## src/rtl/axi_traffic_gen.sv

```systemverilog
// AXI4 write-then-readback traffic generator: writes one INCR burst of seed+k, reads it back, counts bad beats.
// Optional watchdog: define AXI_TGEN_TIMEOUT_EN to add the stall counter and the timeout_o port.
module axi_traffic_gen #(
  parameter int          ID_W        = 4,
  parameter int          ADDR_W      = 16,
  parameter int          DATA_W      = 32,
  parameter int unsigned TGEN_ID     = 0,
  parameter int          TIMEOUT_CYC = 1024,
  localparam int         STRB_W      = DATA_W / 8,
  localparam int         AX_W        = ID_W + ADDR_W + 8 + 3 + 2 + 1,
  localparam int         MOSI_W      = 2 * AX_W + DATA_W + STRB_W + 4,
  localparam int         MISO_W      = 2 * ID_W + DATA_W + 10
) (
  input  logic              clk_i,
  input  logic              rst_i,
  input  logic              start_i,
  input  logic [ADDR_W-1:0] base_addr_i,
  input  logic [7:0]        len_i,
  input  logic [DATA_W-1:0] seed_i,
  output logic              busy_o,
  output logic              done_o,
  output logic [8:0]        err_cnt_o,
  output logic [MOSI_W-1:0] out_mosi_o,
  input  logic [MISO_W-1:0] out_miso_i,
`ifdef AXI_TGEN_TIMEOUT_EN
  output logic              timeout_o,
`endif
  output logic [2:0]        state_dbg_o
);

  // Handshakes: a beat transfers on a rising edge where VALID and READY are both high; VALID and
  // its payload are held stable until that edge, READY may be driven freely by the receiver.
  // Bus packing, MSB first:
  //   out_mosi_o = {awid, awaddr, awlen, awsize, awburst, awvalid, wdata, wstrb, wlast, wvalid,
  //                 bready, arid, araddr, arlen, arsize, arburst, arvalid, rready}
  //   out_miso_i = {awready, wready, bid, bresp, bvalid, arready, rid, rdata, rresp, rlast, rvalid}

  typedef enum logic [2:0] {
    S_IDLE = 3'd0,
    S_AW   = 3'd1,
    S_W    = 3'd2,
    S_B    = 3'd3,
    S_AR   = 3'd4,
    S_R    = 3'd5,
    S_DONE = 3'd6
  } state_t;

  localparam logic [ID_W-1:0] TGEN_ID_C = ID_W'(TGEN_ID);
  localparam logic [2:0]      AX_SIZE   = 3'($clog2(STRB_W));
  localparam logic [1:0]      AX_INCR   = 2'b01;

  state_t              state_q, state_d;
  logic [ADDR_W-1:0]   base_q, base_d;
  logic [7:0]          len_q, len_d;
  logic [DATA_W-1:0]   seed_q, seed_d;
  logic [7:0]          beat_q, beat_d;
  logic [8:0]          err_q, err_d;

  logic                aw_ready, w_ready, b_valid, ar_ready, r_last, r_valid;
  logic [ID_W-1:0]     b_id, r_id;
  logic [1:0]          unused_b_resp, unused_r_resp;
  logic [DATA_W-1:0]   r_data;

  logic                aw_valid, w_valid, b_ready, ar_valid, r_ready;
  logic [DATA_W-1:0]   exp_data;
  logic                last_beat;
  logic                r_bad;
  logic [31:0]         span_end;
  logic                crosses_4k;

  assign {aw_ready, w_ready, b_id, unused_b_resp, b_valid,
          ar_ready, r_id, r_data, unused_r_resp, r_last, r_valid} = out_miso_i;

  function automatic logic [8:0] sat_inc(input logic [8:0] v);
    return (v == 9'h1FF) ? v : v + 9'd1;
  endfunction

  // The burst must end at or before the next 4KB page boundary.
  assign span_end   = 32'(base_addr_i[11:0]) + (32'(len_i) + 32'd1) * 32'(STRB_W);
  assign crosses_4k = (span_end > 32'd4096);

  assign exp_data  = seed_q + DATA_W'(beat_q);
  assign last_beat = (beat_q == len_q);
  assign r_bad     = (r_data != exp_data) || (r_id != TGEN_ID_C) || (r_last != last_beat);

`ifdef AXI_TGEN_TIMEOUT_EN
  logic [15:0] cnt_q, cnt_d;
  logic        timeout_q, timeout_d;
  logic        any_hs;
`else
  logic        unused_timeout_cfg;
  assign unused_timeout_cfg = (TIMEOUT_CYC == 0);
`endif

  always_comb begin
    state_d  = state_q;
    base_d   = base_q;
    len_d    = len_q;
    seed_d   = seed_q;
    beat_d   = beat_q;
    err_d    = err_q;
    aw_valid = 1'b0;
    w_valid  = 1'b0;
    b_ready  = 1'b0;
    ar_valid = 1'b0;
    r_ready  = 1'b0;

    case (state_q)
      S_IDLE: begin
        if (start_i) begin
          base_d = base_addr_i;
          len_d  = len_i;
          seed_d = seed_i;
          beat_d = '0;
          if (crosses_4k) begin
            err_d   = 9'd1;
            state_d = S_DONE;
          end else begin
            err_d   = '0;
            state_d = S_AW;
          end
        end
      end
      S_AW: begin
        aw_valid = 1'b1;
        if (aw_ready) state_d = S_W;
      end
      S_W: begin
        w_valid = 1'b1;
        if (w_ready) begin
          if (last_beat) begin
            beat_d  = '0;
            state_d = S_B;
          end else begin
            beat_d = beat_q + 8'd1;
          end
        end
      end
      S_B: begin
        b_ready = 1'b1;
        if (b_valid) begin
          if (b_id != TGEN_ID_C) err_d = sat_inc(err_q);
          state_d = S_AR;
        end
      end
      S_AR: begin
        ar_valid = 1'b1;
        if (ar_ready) state_d = S_R;
      end
      S_R: begin
        r_ready = 1'b1;
        if (r_valid) begin
          // At most one count per beat, however many fields are wrong.
          if (r_bad) err_d = sat_inc(err_q);
          if (r_last || last_beat) begin
            beat_d  = '0;
            state_d = S_DONE;
          end else begin
            beat_d = beat_q + 8'd1;
          end
        end
      end
      S_DONE: state_d = S_IDLE;
      default: state_d = S_IDLE;
    endcase

`ifdef AXI_TGEN_TIMEOUT_EN
    any_hs    = (aw_valid && aw_ready) || (w_valid && w_ready) || (b_ready && b_valid) ||
                (ar_valid && ar_ready) || (r_ready && r_valid);
    timeout_d = timeout_q;
    if (state_q == S_IDLE && start_i) timeout_d = 1'b0;
    // Fire on the cycle whose edge would bring the counter to TIMEOUT_CYC.
    if (state_q != S_IDLE && state_q != S_DONE && !any_hs &&
        cnt_q == 16'(TIMEOUT_CYC - 1)) begin
      aw_valid  = 1'b0;
      w_valid   = 1'b0;
      b_ready   = 1'b0;
      ar_valid  = 1'b0;
      r_ready   = 1'b0;
      err_d     = sat_inc(err_q);
      beat_d    = '0;
      state_d   = S_DONE;
      timeout_d = 1'b1;
    end
    cnt_d = (any_hs || state_d != state_q) ? 16'd0 : cnt_q + 16'd1;
`endif
  end

  always_ff @(posedge clk_i) begin
    if (rst_i) begin
      state_q <= S_IDLE;
      base_q  <= '0;
      len_q   <= '0;
      seed_q  <= '0;
      beat_q  <= '0;
      err_q   <= '0;
    end else begin
      state_q <= state_d;
      base_q  <= base_d;
      len_q   <= len_d;
      seed_q  <= seed_d;
      beat_q  <= beat_d;
      err_q   <= err_d;
    end
  end

`ifdef AXI_TGEN_TIMEOUT_EN
  always_ff @(posedge clk_i) begin
    if (rst_i) begin
      cnt_q     <= '0;
      timeout_q <= 1'b0;
    end else begin
      cnt_q     <= cnt_d;
      timeout_q <= timeout_d;
    end
  end

  assign timeout_o = timeout_q;
`endif

  assign busy_o      = (state_q != S_IDLE) && (state_q != S_DONE);
  assign done_o      = (state_q == S_DONE);
  assign err_cnt_o   = err_q;
  assign state_dbg_o = state_q;

  assign out_mosi_o = {TGEN_ID_C, base_q, len_q, AX_SIZE, AX_INCR, aw_valid,
                       exp_data, {STRB_W{1'b1}}, last_beat, w_valid,
                       b_ready,
                       TGEN_ID_C, base_q, len_q, AX_SIZE, AX_INCR, ar_valid,
                       r_ready};

endmodule

```

## config.mk

```make
export PLATFORM = sky130hd
export DESIGN_NAME = axi_traffic_gen
export DESIGN_NICKNAME = d
export VERILOG_FILES = /design/src/rtl/axi_traffic_gen.sv
export SDC_FILE = /design/constraint.sdc
export NUM_CORES = 1
export LEC_CHECK = 0
export BUFFER_PORTS_ARGS = -buffer_cell sky130_fd_sc_hd__buf_4
export CAP_MARGIN = 20
export CORE_MARGIN = 4
export CORE_UTILIZATION = 53
export DETAILED_ROUTE_END_ITERATION = 6
export PLACE_DENSITY_LB_ADDON = 0.2
export SLEW_MARGIN = 10
export SYNTH_ARGS = -nofsm -noshare
export SYNTH_HDL_FRONTEND = slang
export SYNTH_SLANG_ARGS = --single-unit
```

## constraint.sdc

```tcl
create_clock -name clk_i -period 9.2 [get_ports clk_i]
set_input_delay 0.46 -clock clk_i [delete_from_list [all_inputs] [get_ports clk_i]]
set_output_delay 0.46 -clock clk_i [all_outputs]
set_load 0.01 [all_outputs]
```

# Word-level counts from Yosys, hierarchy flattened
# Index checks and enable logic that the tools add are counted.
# totals
word_cells,76
input_bits,109
ff_bits,76
output_inout_bits,122
# op_classes
n_addsub,5
eq_ne,21
n_reduce_logical,14
muxes,29
order_cmp,1
# op_table
op,count
9-bit 2-to-1 mux,6
8-bit 2-to-1 mux,5
32-bit by 8-bit adder with 32-bit output,1
32-bit != test,1
3-bit 2-to-1 mux,9
9-bit one-hot mux with 3 select lines,1
8-bit one-hot mux with 3 select lines,1
"2-bit != test, second input constant",10
3-bit one-hot mux with 6 select lines,1
12-bit by 11-bit adder with 13-bit output,1
"13-bit greater-than comparator, second input constant",1
"8-bit by 1-bit adder with 9-bit output, second input constant",1
"9-bit by 1-bit adder with 9-bit output, second input constant",1
"3-bit equality test, second input constant",3
"9-bit equality test, second input constant",1
3-bit nonzero test,3
"8-bit by 1-bit adder with 8-bit output, second input constant",1
8-bit equality test,1
8-bit AND reduction,1
4-bit nonzero test,2
"3-bit by 2-bit equality test with 1-bit output, second input constant",2
1-bit 2-to-1 mux,6
6-bit AND reduction,1
4-bit AND reduction,1
7 further kinds,9

# Depth between registers and ports, before layout
# depth
word_depth,7
ltp_mapped,14
ltp_nobuf,13

# Least setup slack after synthesis
# Ideal clock, no wire load.
# synth_path
path_kind,register -> register
startpoint,register beat_q[0]
endpoint,register err_q[0] (netlist: err_cnt_o[0])
path_stages_with_launch,15
n_path_buf,3
setup_time_ns,0.096
period_less_slack_ns,3.578
t_arrival_ns,3.482
required_ns,9.104
setup_slack_ns,5.622
path_cell_list,dfxtp_1 -> ha_1 -> fa_1 -> a211o_1 -> a221oi_1 -> clkbuf_1 -> a211oi_1 -> a31o_2 -> nand4_1 -> nor4_1 -> and4_1 -> buf_6 -> or2_1 -> buf_6 -> o41ai_2
# synth_via
elab_chain_len,6
word_cells_on_any_way,8
cone_classes,1 x add/sub; 4 x eq/ne; 3 x reduce/logical
# synth_rtl
item,line,text
"start, declared",56,"logic [7:0] beat_q, beat_d;"
"start signal, assigned",202,beat_q <= beat_d;
32-bit by 8-bit adder with 32-bit output,82,assign exp_data = seed_q + DATA_W'(beat_q);
32-bit != test,84,assign r_bad = (r_data != exp_data) || (r_id != TGEN_ID_C) || (r_last != last_beat);
1-bit logical OR,84,
1-bit logical OR (*),84,
2-bit != test (no source line) (*),-,
6-bit AND reduction (no source line) (*),-,
"end signal, assigned",203,err_q <= err_d;
"end, declared",57,"logic [8:0] err_q, err_d;"
# Mark *: on every way between the ends. The rest lies on a longest branch, timed or not.
# A chain may end at the register's enable or synchronous reset.

# Final worst setup path
# layout_path
startpoint,register beat_q[5]
endpoint,register err_q[3] (netlist: err_cnt_o[3])
# The elaborated chain is that of the path after synthesis.

==> flow_metrics.py <==
metrics = {
    "die": {
        "die_h_um": 115.8,
        "core_mm2": 0.01142,
        "initial_core_util_pct": 53.96,
        "rows": 39,
        "dieArea_mm2": 0.01341,
        "ioPinCount": 231,
        "die_w_um": 115.8,
    },
    "timing": {
        "worst_pin_slew_ns": 1.076,
        "fmax_ghz": 0.2379,
        "hold_viol": 0,
        "finalCritPeriodShare_pct": 45.68,
        "finalSetupViolations": 0,
        "rsz0062_at_grt": "no",
        "max-slew-margin-rel_pct": 28.25,
        "final_max_slew_viol_count": 0,
        "finalCriticalPeriod_ns": 4.203,
        "setup_tns_ns": 0,
        "fin_skew_ns": 0.006971,
    },
    "logic_synthesis": {
        "post_synth.cell_area_avg_um2": 7.779,
        "synth-seq-cells": 76,
        "synth_compound_area_share_pct": 20.41,
        "synth_edf_count": 0,
        "synthArstFlopShare_pct": 0,
        "syn_inst": 792,
        "yosysSeqAreaShare_pct": 24.70,
        "synth_area_mm2": 0.006161,
        "synthAdderAreaFrac_pct": 5.118,
        "synth_top_family_by_area": "simple AND/OR/NAND/NOR gates",
        "synth_xor_area_share_pct": 14.64,
        "synthSimpleGateAreaFrac_pct": 23.38,
        "synth.distinct_cells": 74,
        "yosys_warnings": 0,
        "synthFlopType": "dfxtp_1",
        "synth_mux_area_share_pct": 0.9951,
    },
    "cts": {
        "cts_buffers": 9,
        "cts-root-buf": "clkbuf_16",
        "insertion_delay_ns": 0.33,
        "cts_resized": 0,
        "cts_tree": "built",
        "cts.path.max_buffers": 2,
        "cts.clk_slew.worst_paths_ns": 0.06,
        "clock_sink_count": 76,
        "cts_setup_buffers": 0,
        "holdBufCountCts": 0,
        "htree_levels": 3,
    },
    "drt": {
        "drt_iter0_markers": 393,
        "routed_via_density": 5.631,
        "drt_pass1_iterations": 5,
        "wl_per_cell_um": 16.77,
        "drc": 0,
        "drt_wl_total_um": 18130,
        "num_vias": 6087,
        "ant_nets": 0,
    },
    "place": {
        "hpwl_um": 13880,
        "port_buffers": 204,
        "dpl.cell_count": 1064,
        "gp_congestion": 0.9239,
    },
    "worst_setup_path": {
        "worstPathRequired_ns": 9.39,
        "crit_path_max_fanout": 10,
        "path_class": "flip-flop to flip-flop",
        "cp-end-kind": "flip-flop",
        "crit_start": "beat_q[5]$_SDFFE_PP0P_",
        "arrival_ns": 4.40,
        "r2r_start": "beat_q[5]$_SDFFE_PP0P_",
        "startpoint_type": "flip-flop",
    },
    "power": {
        "ir_worst_vdd_mv": 0.1633,
        "p_int_uw": 890.7,
        "power_density_mw_per_mm2": 189.7,
        "p_clk_share_pct": 22.8,
        "pwr-share-seq_pct": 33.2,
        "switchingPower_uw": 567.1,
        "comb_power_share_pct": 43.9,
        "p_leak_nw": 3.531,
        "p_sw_share_pct": 38.90,
    },
    "global_route": {
        "overflow": 0,
        "grt_antenna_before_repair": 0,
        "grt_first_pass_wirelength_um": 27730,
        "grt_max_degree": 68,
        "grt_use_total_pct": 25.86,
        "grt_pass1_vias": 5562,
    },
    "layout": {
        "diodes": 0,
        "nFillCells": 1040,
        "instances_no_fill": 1081,
        "final_nets": 1066,
        "drive_above_1_share_pct": 25.80,
        "area_growth_syn_to_layout_pct": 24.72,
    },
    "hold_path": {
        "hp-class": "input pin to flip-flop",
        "hp-start": "base_addr_i[15]",
    },
    "outcome": {
        "status": "finished clean",
    },
    "flow_run": {
        "maxCapViolCount": 0,
    },
}
[sequential cells by signal (all words and copies together), names as in the netlist]
name         cells
len_q            8
beat_q           8
base_q          16
seed_q          32
err_cnt_o        9
state_dbg_o      3
[Yosys cell counts, types with 4 or more instances]
cell type | number | share of area [%]
or4_1 | 4 | 0.49
and3_1 | 14 | 1.4
nand2_1 | 151 | 9.2
buf_4 | 52 | 6.3
a21o_1 | 9 | 1.1
or2_2 | 5 | 0.51
xnor3_1 | 11 | 4.0
o31ai_1 | 4 | 0.49
inv_1 | 17 | 1.0
a21oi_1 | 76 | 6.2
o211ai_1 | 6 | 0.73
a2111oi_1 | 4 | 0.65
o21ai_1 | 7 | 0.57
ha_1 | 22 | 4.5
buf_2 | 11 | 0.89
a31oi_1 | 5 | 0.51
o311ai_1 | 6 | 0.85
a211o_1 | 4 | 0.57
dfxtp_1 | 76 | 25
o21ai_0 | 10 | 0.81
a211oi_1 | 7 | 0.85
and4_1 | 4 | 0.57
o2111ai_1 | 8 | 1.1
nor4_1 | 10 | 1.0
nand2b_1 | 10 | 1.0
mux2i_1 | 5 | 0.81
xor2_1 | 35 | 5.0
xnor2_1 | 37 | 5.3
nand4_1 | 9 | 0.91
nor3_1 | 17 | 1.4
nand3_1 | 18 | 1.5
clkbuf_1 | 30 | 1.8
nor2_1 | 39 | 2.4
[metal layers]
metal	global-route usage (%)	up-vias	wire length [um]
li1	-	3018	-
met2	44.07	212	8957
met1	33.46	2838	7715
met4	6.651	0	230
met3	5.379	19	1221
met5	0	-	0
[cell type report]
| class | count | area (um^2) | share of cell area [%] |
|---|---|---|---|
| Multi-Input combinational cell | 621 | 4063 | 52.87 |
| Timing Repair Buffer | 208 | 1574 | 20.49 |
| Sequential cell | 76 | 1521 | 19.80 |
| Clock buffer | 15 | 277.8 | 3.615 |
| Tap cell | 143 | 178.9 | 2.329 |
| Inverter | 17 | 63.81 | 0.8305 |
| Clock inverter | 1 | 5.005 | 0.06514 |
[through the flow]
stage | utilization [%] | area, um^2 | hold slack (ns) | setup slack [ns] | power [mW]
2_1_floorplan | - | 6236 | 0.4406 | 5.622 | 0.9146
6_report | 67.29 | 7684 | 0.3746 | 4.997 | 1.458
3_3_place_gp | 64.64 | 7381 | 0.4501 | 5.065 | 1.113
4_1_cts | 67.12 | 7664 | 0.3676 | 5.052 | 1.454
3_5_place_dp | 64.64 | 7381 | 0.4510 | 5.098 | 1.119
5_1_grt | 67.29 | 7684 | 0.3717 | 4.810 | 1.553
[layout by cell type, fill, tap and decap left out, types with 9 or more instances in the layout]
cell type and instances:
xnor3_1 11, nand2_1 150, and3_1 14, nor3_1 17
inv_1 17, nand4_1 9, conb_1 22, xor2_1 35
clkbuf_16 9, nor2_1 39, nand2b_1 10, nand3_1 18
dfxtp_1 76, buf_4 207, a21oi_1 76, xnor2_1 37
o21ai_0 10, a21o_1 9, nor4_1 10, ha_1 22
[worst max-delay path: stages, from the launching register on]
cell and delay [ns]:
dfxtp_1 0.36, ha_1 0.49, nand3_2 0.22, or4_1 0.77, a2111oi_4 0.50, xnor3_1 0.24, o211ai_1 0.10, nor3_1 0.28
and4_1 0.55, or2_1 0.41, o31ai_1 0.14
[cell families (layout without fill, tap and decap cells)]
logic type / count (synthesis) / in the layout
adder cells (fa/ha/maj): 24 / 24
buffers and inverters: 115 / 241
other: 2 / 22
XOR/XNOR: 84 / 84
multiplexers: 6 / 6
flip-flops: 76 / 76
AO/OA/AOI/OAI: 181 / 181
AND/OR/NAND/NOR: 304 / 304
[worst paths after layout]
check,end,slack (ns),cells after the start
max,err_cnt_o[3]$_SDFFE_PP0P_,5.00,10
min,base_q[15]$_SDFFE_PP0P_,0.37,3
max reg2reg,err_cnt_o[3]$_SDFFE_PP0P_,5.00,10
min reg2reg,seed_q[0]$_SDFFE_PP0P_,0.46,2
[power groups by stage]
stage	clock, mW	sequential (mW)	combinational [mW]
after floorplan	0	0.448	0.467
after global placement	0	0.486	0.627
after detailed placement	0	0.487	0.632
after CTS	0.337	0.482	0.636
after global routing	0.354	0.498	0.701
final	0.332	0.485	0.641
Power figures use the tool's default switching activity.
